$ cat src/rtl/timeslice_arbiter.sv
// ---------------------------------------------------------------------------
// timeslice_arbiter
//
// Round-robin, time-sliced arbiter for one shared counter-based resource.
// Exactly one requester holds the grant at a time. The holder keeps the grant
// until it drops its request, or until its quantum of Quantum cycles expires
// while some other requester is waiting (unless hold_i suppresses preemption).
//
// Ports
//   clk_i        : clock, all state updates on the rising edge
//   rst_ni       : synchronous active-low reset
//   req_i        : per-requester request levels
//   hold_i       : suppresses quantum preemption while high
//   gnt_o        : one-hot grant (all zero when idle), registered
//   gnt_idx_o    : binary index of the grantee, valid while busy_o is high
//   busy_o       : a grant is active; this is also the FSM state view
//                  (0 = IDLE, 1 = GRANT)
//   slice_cnt_o  : cycles elapsed in the current slice, 0..Quantum-1
//   preempt_o    : grant is taken from a still-requesting holder at next edge
//
// Handshake: req_i is a level, not a pulse. A requester keeps its bit high
// for as long as it wants the resource and owns it exactly while its gnt_o
// bit is high; dropping the bit releases the grant at the next edge.
// ---------------------------------------------------------------------------
module timeslice_arbiter #(
    parameter  int NumReq  = 4,
    parameter  int Quantum = 8,
    localparam int IdxW    = $clog2(NumReq),
    localparam int SliceW  = $clog2(Quantum)
) (
    input  logic              clk_i,
    input  logic              rst_ni,
    input  logic [NumReq-1:0] req_i,
    input  logic              hold_i,
    output logic [NumReq-1:0] gnt_o,
    output logic [IdxW-1:0]   gnt_idx_o,
    output logic              busy_o,
    output logic [SliceW-1:0] slice_cnt_o,
    output logic              preempt_o
);

    typedef enum logic {
        IDLE  = 1'b0,
        GRANT = 1'b1
    } state_e;

    localparam logic [SliceW-1:0] SliceLast = SliceW'(Quantum - 1);
    localparam logic [NumReq-1:0] OneHot0   = {{(NumReq-1){1'b0}}, 1'b1};

    state_e              state_q, state_d;
    logic [NumReq-1:0]   gnt_q, gnt_d;
    logic [IdxW-1:0]     idx_q, idx_d;
    logic [IdxW-1:0]     ptr_q, ptr_d;
    logic [SliceW-1:0]   slice_q, slice_d;

    logic [NumReq-1:0]   others;
    logic [NumReq-1:0]   pick_mask;
    logic [IdxW-1:0]     win;
    logic                own_req;
    logic                slice_last;
    logic                do_grant;
    logic                preempt;

    // First set bit of mask searching upward from ptr+1, wrapping modulo NumReq.
    function automatic logic [IdxW-1:0] rr_pick(input logic [NumReq-1:0] mask,
                                                input logic [IdxW-1:0]   ptr);
        logic [IdxW-1:0] pick;
        logic            found;
        int              k;
        pick  = '0;
        found = 1'b0;
        for (int i = 1; i <= NumReq; i++) begin
            k = int'(ptr) + i;
            if (k >= NumReq) k = k - NumReq;
            if (!found && mask[k]) begin
                found = 1'b1;
                pick  = IdxW'(k);
            end
        end
        return pick;
    endfunction

    always_comb begin
        state_d    = state_q;
        gnt_d      = gnt_q;
        idx_d      = idx_q;
        ptr_d      = ptr_q;
        slice_d    = slice_q;
        preempt    = 1'b0;
        do_grant   = 1'b0;

        own_req    = req_i[idx_q];
        others     = req_i;
        others[idx_q] = 1'b0;
        slice_last = (slice_q == SliceLast);

        // While granted the pointer equals the grantee, so searching the other
        // requesters from ptr+1 gives the round-robin successor.
        pick_mask  = (state_q == GRANT) ? others : req_i;
        win        = rr_pick(pick_mask, ptr_q);

        unique case (state_q)
            IDLE: begin
                slice_d = '0;
                if (|req_i) do_grant = 1'b1;
            end
            GRANT: begin
                if (!own_req) begin
                    // Release takes priority over quantum expiry.
                    if (|others) begin
                        do_grant = 1'b1;
                    end else begin
                        state_d = IDLE;
                        gnt_d   = '0;
                        slice_d = '0;
                    end
                end else if (slice_last && (|others) && !hold_i) begin
                    preempt  = 1'b1;
                    do_grant = 1'b1;
                end else begin
                    slice_d = slice_last ? '0 : slice_q + SliceW'(1);
                end
            end
            default: begin
                state_d = IDLE;
                gnt_d   = '0;
                slice_d = '0;
            end
        endcase

        if (do_grant) begin
            state_d = GRANT;
            gnt_d   = OneHot0 << win;
            idx_d   = win;
            ptr_d   = win;
            slice_d = '0;
        end
    end

    always_ff @(posedge clk_i) begin
        if (!rst_ni) begin
            state_q <= IDLE;
            gnt_q   <= '0;
            idx_q   <= '0;
            ptr_q   <= IdxW'(NumReq - 1);
            slice_q <= '0;
        end else begin
            state_q <= state_d;
            gnt_q   <= gnt_d;
            idx_q   <= idx_d;
            ptr_q   <= ptr_d;
            slice_q <= slice_d;
        end
    end

    assign gnt_o       = gnt_q;
    assign gnt_idx_o   = idx_q;
    assign busy_o      = (state_q == GRANT);
    assign slice_cnt_o = slice_q;
    assign preempt_o   = preempt;

endmodule

$ cat config.mk
export PLATFORM = sky130hd
export DESIGN_NAME = timeslice_arbiter
export DESIGN_NICKNAME = d
export VERILOG_FILES = /design/src/rtl/timeslice_arbiter.sv
export SDC_FILE = /design/constraint.sdc
export NUM_CORES = 1
export LEC_CHECK = 0
export CORE_MARGIN = 2
export CORE_UTILIZATION = 47
export CTS_BUF_LIST = sky130_fd_sc_hd__clkbuf_8 sky130_fd_sc_hd__clkbuf_16
export CTS_CLUSTER_SIZE = 8
export DETAILED_ROUTE_END_ITERATION = 16
export GPL_ROUTABILITY_DRIVEN = 0
export GPL_TIMING_DRIVEN = 1
export PLACE_DENSITY_LB_ADDON = 0.05
export SLEW_MARGIN = 20
export SYNTH_ARGS = -nofsm -noshare
export SYNTH_HDL_FRONTEND = slang
export SYNTH_SLANG_ARGS = --single-unit
$ cat constraint.sdc
create_clock -name clk_i -period 2.09 [get_ports clk_i]
set_clock_uncertainty 0.05 [all_clocks]
set_input_delay 0.418 -clock clk_i [delete_from_list [all_inputs] [get_ports clk_i]]
set_output_delay 0.418 -clock clk_i [all_outputs]
set_load 0.02 [all_outputs]
==> flow_summary_export.csv, run 1 <==
group,metric,value,unit
status,status,"finished clean",
worst_setup_path,r2r_cells,9,
hold_path,min_path_cells,1,
place,dp.final_hpwl,1356,µm
timing,finalCritPeriodShare,0.9725,
final_layout,layout_common_cells,"buf_4, clkdlybuf4s50_1, dfxtp_1, inv_1",
floorplanning,die_area,0.001936,mm²
logic_synthesis,synth_area,752.0,µm²
floorplanning,rows,14,
floorplanning,start_util,0.4992,
detailed_routing,dr.pass1.iters,4,
final_layout,multi_input_area,494.2,µm²
grt,grt_pass1_wl,2801,µm
final_layout,regArea,246.5,µm²
pwr,p_leak,0.0005390,µW
place,io_buffers,17,
grt,overflow,0,
logic_synthesis,ys_seq_area_frac,0.3195,
worst_setup_path,cp-start-kind,"input port",
worst_setup_path,crit_family,"buffers and inverters",
worst_setup_path,path_depth,6,
logic_synthesis,synth_ff_type,"dfxtp_1",
detailed_routing,post-route-drc-count,0,
cts,cts_tree,"built",
place,dp.cells,132,
final_layout,fin_nets,137,
cts,cts_sinks,12,
logic_synthesis,ys_types,34,
detailed_routing,vias,770,
logic_synthesis,async_reset_ff_frac,0,
cts,path_clk_slew,0.05,ns
timing,fin_ws,0.05752,ns
cts,numCtsBuffers,3,
timing,hold_ws,0.4304,ns
final_layout,area_growth,63.73,%
logic_synthesis,synth_nets,90,
worst_setup_path,critPathMaxStageDelay,0.46,ns
cts,hold_buffers,0,
worst_setup_path,endpoint_kind,"output pin",
floorplanning,coreArea,0.001506,mm²
logic_synthesis,netlist_instances,81,
timing,slew_headroom,0.7503,
cts,insertion_delay,0.24,ns
logic_synthesis,yosys_warnings,0,
detailed_routing,drt-total-wl,1892,µm
grt,grt_usage,0.1909,
final_layout,final_cells,143,
timing,report.final.slew_viol_count,0,
cts,clk_root_buffer_cell,"clkbuf_8",
cts,clk_path_buf_depth,2,
hold_path,hold_path.class,"reg -> reg",
worst_setup_path,crit_type,"in -> out",
grt,grt_max_degree,10,
detailed_routing,drt_iter0_drc,8,
pwr,ir_drop,0.7013,mV
timing,tightestPinTransition,0.3651,ns
logic_synthesis,synth-seq-cells,12,
final_layout,n_fill_cell,89,
worst_setup_path,crit_buf_inv,3,
final_layout,drive_gt1_frac,0.4016,
worst_setup_path,crit_chain,"dlygate4sd2_1, mux4_2, and2_4, inv_1, nor2_1, buf_4",
timing,setup_viol,0,
floorplanning,die_y,44,µm
final_layout,final_common_cell,"buf_4",
place,dpl_cell_area,0.001069,mm²
worst_setup_path,critPathArrivalTime,1.56,ns
logic_synthesis,synth_edf_count,0,
floorplanning,dieWidth,44,µm
worst_setup_path,critPathMaxFanout,4,
timing,period_minus_slack,2.032,ns
worst_setup_path,required,1.62,ns
cts,cts.htree.levels,1,
detailed_routing,avgViaCountPerCell,5.385,
grt,antenna_found_initial,0,
detailed_routing,final_antenna_net_count,0,
worst_setup_path,crit_path_top_delay_cell,"mux4_2",
final_layout,design_area,0.001231,mm²
floorplanning,io_pins,18,
pwr,powerDensity,674.4,mW/mm²
pwr,finalPower,830.3,µW
flow_run,max_cap_violations,0,
final_layout,antennaDiodeCount,0,
place,dp_slack,-0.5547,ns
logic_synthesis,avgSynthCellArea,9.284,µm²
detailed_routing,wl_per_cell,13.23,µm
grt,grt_pass1_vias,659,
timing,fmax,492.0,MHz
timing,hold_viol,0,
-- through the flow --
step	utilization	TNS [ns]
after floorplan	-	0
after global placement	0.7093	-2.126
after detailed placement	0.7093	-2.684
after CTS	0.7409	0
after global routing	0.8173	-0.1109
final	0.8173	0
-- Yosys cell counts, types with 2 or more instances --
cell,count,area [µm²]
ha_1,2,25.02
and2_1,2,12.51
nand3b_1,3,22.52
a21oi_1,4,20.02
nand3_1,3,15.01
o311ai_1,2,17.52
nor2_1,3,11.26
dfxtp_1,12,240.2
o211ai_1,3,22.52
o21ai_0,4,20.02
inv_1,5,18.77
nor3_1,2,10.01
buf_6,3,33.78
nor3b_1,2,15.01
nand2_1,3,11.26
a22o_1,4,35.03
nor2b_1,5,31.28
mux2i_1,3,30.03
-- where the power goes --
| group | switching [µW] | internal (µW) | total [µW] |
|---|---|---|---|
| logic | 134 | 173 | 307 |
| clock network | 81.5 | 166 | 248 |
| registers | 21.8 | 254 | 276 |
-- cell type report --
class | count | area share
multi-input cells | 60 | 0.4014
repair buffers | 46 | 0.3222
flip-flops and latches | 12 | 0.2002
clock buffers | 4 | 0.04472
well taps | 16 | 0.01626
inverters | 5 | 0.01524
-- layer usage --
layer | up-vias | wire length (µm) | GRT usage
met2 | 13 | 932 | 0.3118
li1 | 393 | - | -
met1 | 364 | 905 | 0.2552
met5 | - | 0 | 0
met3 | 0 | 54 | 0.05000
met4 | 0 | 0 | 0.03636
-- sequential cells by signal, summed over array words and instances, names as in the netlist --
signal / flops
gnt_o: 4
ptr_q: 2
slice_cnt_o: 3
gnt_idx_o: 2
busy_o: 1
-- cell families after synthesis --
| family | Yosys count | synth area share |
|---|---|---|
| flops | 12 | 0.3195 |
| fa+ha+maj | 2 | 0.03327 |
| compound gates | 22 | 0.2146 |
| simple gates | 31 | 0.2662 |
| buf+inv | 9 | 0.07653 |
| mux | 5 | 0.08984 |
-- path summary, 6_finish.rpt --
check / startpoint / endpoint / slack (ns)
worst min register to register: gnt_o[0] / gnt_o[0] / 0.43
worst min-delay path: gnt_o[0] / gnt_o[0] / 0.43
worst max-delay path: req_i[0] / preempt_o / 0.06
worst max register to register: gnt_idx_o[1] / gnt_o[2] / 0.09
-- repair_timing --
item                       4_1_cts  5_1_grt
setup buffers                    0        7
hold endpoints to repair         0        0
pin swaps                        0       10
resized for setup                9       17
setup endpoints to repair        5        7
Power figures use the tool's default switching activity.
==> inputs of run 2 (changes only) <==
==> constraint.sdc (replaced) <==
create_clock -name clk_i -period 2.3 [get_ports clk_i]
set_clock_uncertainty 0.05 [all_clocks]
set_input_delay 0.46 -clock clk_i [delete_from_list [all_inputs] [get_ports clk_i]]
set_output_delay 0.46 -clock clk_i [all_outputs]
set_load 0.02 [all_outputs]
==> run 2 against run 1 <==
Sequential power decreased by 8.3%. Utilization decreased by 9.1 points. Setup slack improved by 0.11 ns. Register-to-register slack improved by 0.13 ns. Highest routed layer unchanged.
==> flow_summary_export.csv, run 2 (synthesized netlist as in run 1, its figures left out) <==
group,metric,value,unit
floorplanning,coreArea,0.001506,mm²
floorplanning,die_y,44,µm
worst_setup_path,crit_end,"preempt_o",
detailed_routing,post-route-drc-count,0,
place,dp.final_hpwl,1260,µm
floorplanning,rows,14,
timing,report.final.slew_viol_count,0,
flow_run,max_cap_violations,0,
pwr,ir_drop,0.5812,mV
cts,insertion_delay,0.24,ns
timing,tightestPinTransition,0.4104,ns
place,dp.cells,125,
timing,setup_viol,0,
cts,numCtsBuffers,3,
worst_setup_path,required,1.79,ns
final_layout,largest_reg_flops,4,
worst_setup_path,endpoint_kind,"output pin",
cts,clk_root_buffer_cell,"clkbuf_8",
floorplanning,dieWidth,44,µm
worst_setup_path,critPathArrivalTime,1.62,ns
floorplanning,io_pins,18,
detailed_routing,wl_per_cell,13.10,µm
worst_setup_path,critPathMaxFanout,5,
worst_setup_path,r2r_start,"slice_cnt_o[0]",
cts,cts.htree.levels,1,
hold_path,min_from,"slice_cnt_o[0]",
worst_setup_path,crit_type,"reg -> out",
grt,overflow,0,
cts,hold_buffers,0,
cts,cts_tree,"built",
timing,hold_viol,0,
place,io_buffers,17,
final_layout,antennaDiodeCount,0,
final_layout,drive_gt1_frac,0.2632,
final_layout,n_fill_cell,137,
timing,slew_headroom,0.7193,
worst_setup_path,critPathLaunch,"gnt_idx_o[1]",
grt,antenna_found_initial,0,
worst_setup_path,reg2reg_slack,0.22,ns
grt,grt_usage,0.1884,
final_layout,layout_common_cells,"buf_4, dfxtp_1, clkdlybuf4s50_1, inv_1, nor2b_1",
cts,clk_path_buf_depth,2,
floorplanning,die_area,0.001936,mm²
detailed_routing,dr.pass1.iters,4,
pwr,powerDensity,641.9,mW/mm²
detailed_routing,vias,720,
cts,path_clk_slew,0.05,ns
final_layout,area_growth,45.42,%
final_layout,final_common_cell,"buf_4",
hold_path,min_path_cells,1,
cts,cts_sinks,12,
pwr,p_leak,0.0004925,µW
detailed_routing,drt-total-wl,1703,µm
status,status,"finished clean",
worst_setup_path,r2r_cells,9,
final_layout,final_cells,130,
detailed_routing,drt_iter0_drc,7,
timing,period_minus_slack,2.128,ns
hold_path,hold_path.class,"reg -> reg",
detailed_routing,final_antenna_net_count,0,
worst_setup_path,cp-start-kind,"register",
detailed_routing,avgViaCountPerCell,5.538,
timing,fmax,469.9,MHz
worst_setup_path,reg2reg_to,"gnt_o[0]",
grt,grt_pass1_wl,2691,µm
final_layout,fin_nets,124,
timing,rsz0062_at_grt,"no",
grt,grt_pass1_vias,663,
timing,hold_ws,0.4052,ns
grt,grt_max_degree,10,
floorplanning,start_util,0.4992,
timing,finalCritPeriodShare,0.9253,
run 2: layout make-up:
type | count | area [µm²] | share of cell area
clock buffers | 4 | 55.05 | 0.05034
inverters | 5 | 18.77 | 0.01716
repair buffers | 33 | 297.8 | 0.2723
flip-flops and latches | 12 | 240.2 | 0.2197
multi-input cells | 60 | 461.7 | 0.4222
well taps | 16 | 20.02 | 0.01831
run 2: how the worst min path moves through the flow:
stage / end
after global placement: slice_cnt_o[0]
after CTS: slice_cnt_o[0]
after global routing: slice_cnt_o[0]
after detailed placement: slice_cnt_o[0]
final: slice_cnt_o[0]
after floorplan: ptr_q[0]
run 2: worst max-delay path, stage by stage, from the launching register on:
cell and delay [ns]:
dfxtp_1 0.45, mux4_2 0.53, and2_4 0.17, inv_1 0.04, nor2_1 0.04, buf_4 0.15
run 2: layer usage:
metal,share of wire,wire (µm),track usage
met5,0,0,0
met4,0,0,0.03636
met3,0.041,70,0.06250
met2,0.50,853,0.3118
met1,0.46,779,0.2397
run 2: per-stage QoR:
step,total power [µW],instance area [µm²],setup TNS [ns],utilization,worst slack [ns]
after floorplan,388.6,752.0,0,-,0.3558
after global placement,471.7,1016,-1.075,0.6744,-0.3627
after detailed placement,477.0,1016,-1.252,0.6744,-0.4100
after CTS,703.0,1065,0,0.7068,0.005353
after global routing,740.9,1094,0,0.7259,0.08027
final,702.0,1094,0,0.7259,0.1719
run 2: timing repair:
item	4_1_cts	5_1_grt
pin swaps	0	1
buffers inserted	0	1
endpoints found under the setup margin	1	4
gates resized for setup	5	6
run 2: power breakdown:
group          total, µW  internal, µW  leakage [µW]  switching, µW
clock network        222           151     0.0000288           71.3
registers            253           230     0.0000987           22.8
logic                227           122      0.000365            105
==> inputs of run 3 (changes only) <==
--- a/config.mk
+++ b/config.mk
@@ -13,6 +13,7 @@
 export GPL_ROUTABILITY_DRIVEN = 0
 export GPL_TIMING_DRIVEN = 1
 export PLACE_DENSITY_LB_ADDON = 0.05
+export RECOVER_POWER = 25
 export SLEW_MARGIN = 20
 export SYNTH_ARGS = -nofsm -noshare
 export SYNTH_HDL_FRONTEND = slang
==> run 3 against run 2 <==
Clock power is essentially flat. Setup slack worse by 0.017 ns. Non-clock buffer count stayed put. Count of clock-buffer cells in the layout did not move. Power decreased by 0.60%. Fmax down 0.80%. Sequential power barely moved. Global-route usage is the same. Utilization down 0.42 points. Register-to-register slack is essentially flat. Critical path type unchanged. Critical endpoint unchanged.
==> flow_summary_export.csv, run 3 (synthesized netlist as in run 1, its figures left out) <==
group,metric,value,unit
cts,numCtsBuffers,3,
cts,cts.htree.levels,1,
timing,setup_viol,0,
timing,tightestPinTransition,0.4042,ns
hold_path,whs_endpoint,"slice_cnt_o[0]",
grt,antenna_found_initial,0,
detailed_routing,routed.top_layer,"met3",
cts,clk_path_buf_depth,2,
final_layout,largest_reg_flops,4,
detailed_routing,drt_iter0_drc,7,
worst_setup_path,cp-start-kind,"register",
final_layout,fin_util,0.7218,
floorplanning,coreArea,0.001506,mm²
place,dp.final_hpwl,1260,µm
pwr,p_leak,0.0004953,µW
detailed_routing,post-route-drc-count,0,
detailed_routing,wl_per_cell,13.08,µm
floorplanning,die_y,44,µm
grt,grt_usage,0.1884,
timing,period_minus_slack,2.145,ns
floorplanning,die_area,0.001936,mm²
timing,hold_viol,0,
worst_setup_path,reg2reg_to,"gnt_o[0]",
worst_setup_path,crit_type,"reg -> out",
grt,grt_max_degree,10,
hold_path,min_path_cells,1,
cts,clk_root_buffer_cell,"clkbuf_8",
timing,hold_ws,0.4056,ns
final_layout,antennaDiodeCount,0,
timing,rsz0062_at_grt,"no",
detailed_routing,wl_met2,859,µm
detailed_routing,dr.pass1.iters,4,
timing,setup-tns-final,0,ns
final_layout,final_cells,130,
place,io_buffers,17,
place,dp.cells,125,
floorplanning,rows,14,
floorplanning,start_util,0.4992,
grt,grt_pass1_vias,663,
final_layout,drive_gt1_frac,0.2456,
final_layout,final_common_cell,"buf_4",
final_layout,layout_common_cells,"buf_4, dfxtp_1, clkdlybuf4s50_1, inv_1, nor2b_1",
worst_setup_path,critPathMaxFanout,5,
final_layout,area_growth,44.59,%
cts,path_clk_slew,0.05,ns
cts,cts_sinks,12,
grt,grt_pass1_wl,2691,µm
status,status,"finished clean",
detailed_routing,wl_met1,771,µm
timing,finalCritPeriodShare,0.9327,
floorplanning,io_pins,18,
cts,hold_buffers,0,
worst_setup_path,endpoint_kind,"output pin",
timing,report.final.slew_viol_count,0,
grt,overflow,0,
detailed_routing,avgViaCountPerCell,5.538,
cts,cts_tree,"built",
worst_setup_path,critPathArrivalTime,1.64,ns
detailed_routing,vias,720,
detailed_routing,final_antenna_net_count,0,
worst_setup_path,required,1.79,ns
cts,insertion_delay,0.24,ns
floorplanning,dieWidth,44,µm
hold_path,min_from,"slice_cnt_o[0]",
pwr,ir_drop,0.5781,mV
detailed_routing,wl_met3,70,µm
flow_run,max_cap_violations,0,
final_layout,fin_nets,124,
hold_path,hold_path.class,"reg -> reg",
detailed_routing,drt-total-wl,1701,µm
worst_setup_path,r2r_cells,9,
pwr,powerDensity,641.7,mW/mm²
pwr,finalPower,697.8,µW
worst_setup_path,reg2reg_slack,0.23,ns
timing,slew_headroom,0.7236,
worst_setup_path,r2r_start,"slice_cnt_o[0]",
timing,fmax,466.2,MHz
[run 3: cell count changes in the layout (fill, tap and decap cells not counted)]
| cell | delta |
|---|---|
| and2_0 | +1 |
| clkdlybuf4s50_1 | -3 |
| dlygate4sd3_1 | +3 |
| buf_4 | -1 |
| clkbuf_1 | +1 |
| and2_4 | -1 |
[run 3: how the worst max path moves through the flow]
stage,from,end
3_3_place_gp,req_i[0],preempt_o
5_1_grt,gnt_idx_o[1],preempt_o
6_report,gnt_idx_o[1],preempt_o
3_5_place_dp,req_i[0],preempt_o
4_1_cts,req_i[2],preempt_o
2_1_floorplan,slice_cnt_o[0],gnt_o[0]
[run 3: where the power goes]
group / internal (µW) / total, µW / switching, µW
combinational: 119 / 223 / 105
clock: 151 / 222 / 71.3
sequential: 230 / 252 / 22.5
[run 3: per-stage QoR]
stage / setup WS [ns] / area [µm²]
3_3_place_gp: -0.3627 / 1016
3_5_place_dp: -0.4100 / 1016
4_1_cts: 0.005353 / 1065
6_report: 0.1548 / 1087
5_1_grt: 0.07554 / 1087
2_1_floorplan: 0.3558 / 752.0
[run 3: cell type report]
class	count	area [µm²]
clock buffer	4	55.05
fill	139	419.2
inverter	5	18.77
multi-input combinational	60	459.2
sequential	12	240.2
tap	16	20.02
timing repair buffer	33	294.0
[run 3: what timing repair did]
action | CTS | global route
pin swaps | 0 | 1
hold endpoints to repair | 0 | 0
endpoints found under the setup margin | 1 | 4
buffers inserted | 0 | 1
gates resized for setup | 5 | 6
[run 3: worst max-delay path, cell delays in order (launching register included)]
cell and delay, ns:
dfxtp_1 0.45, mux4_2 0.53, and2_0 0.18, inv_1 0.06
nor2_1 0.04, buf_4 0.15
[run 3: metal layers]
metal  vias up  track usage
li1        366            -
met1       340       0.2397
met2        14       0.3118
met3         0      0.06250
met4         0      0.03636
met5         -            0
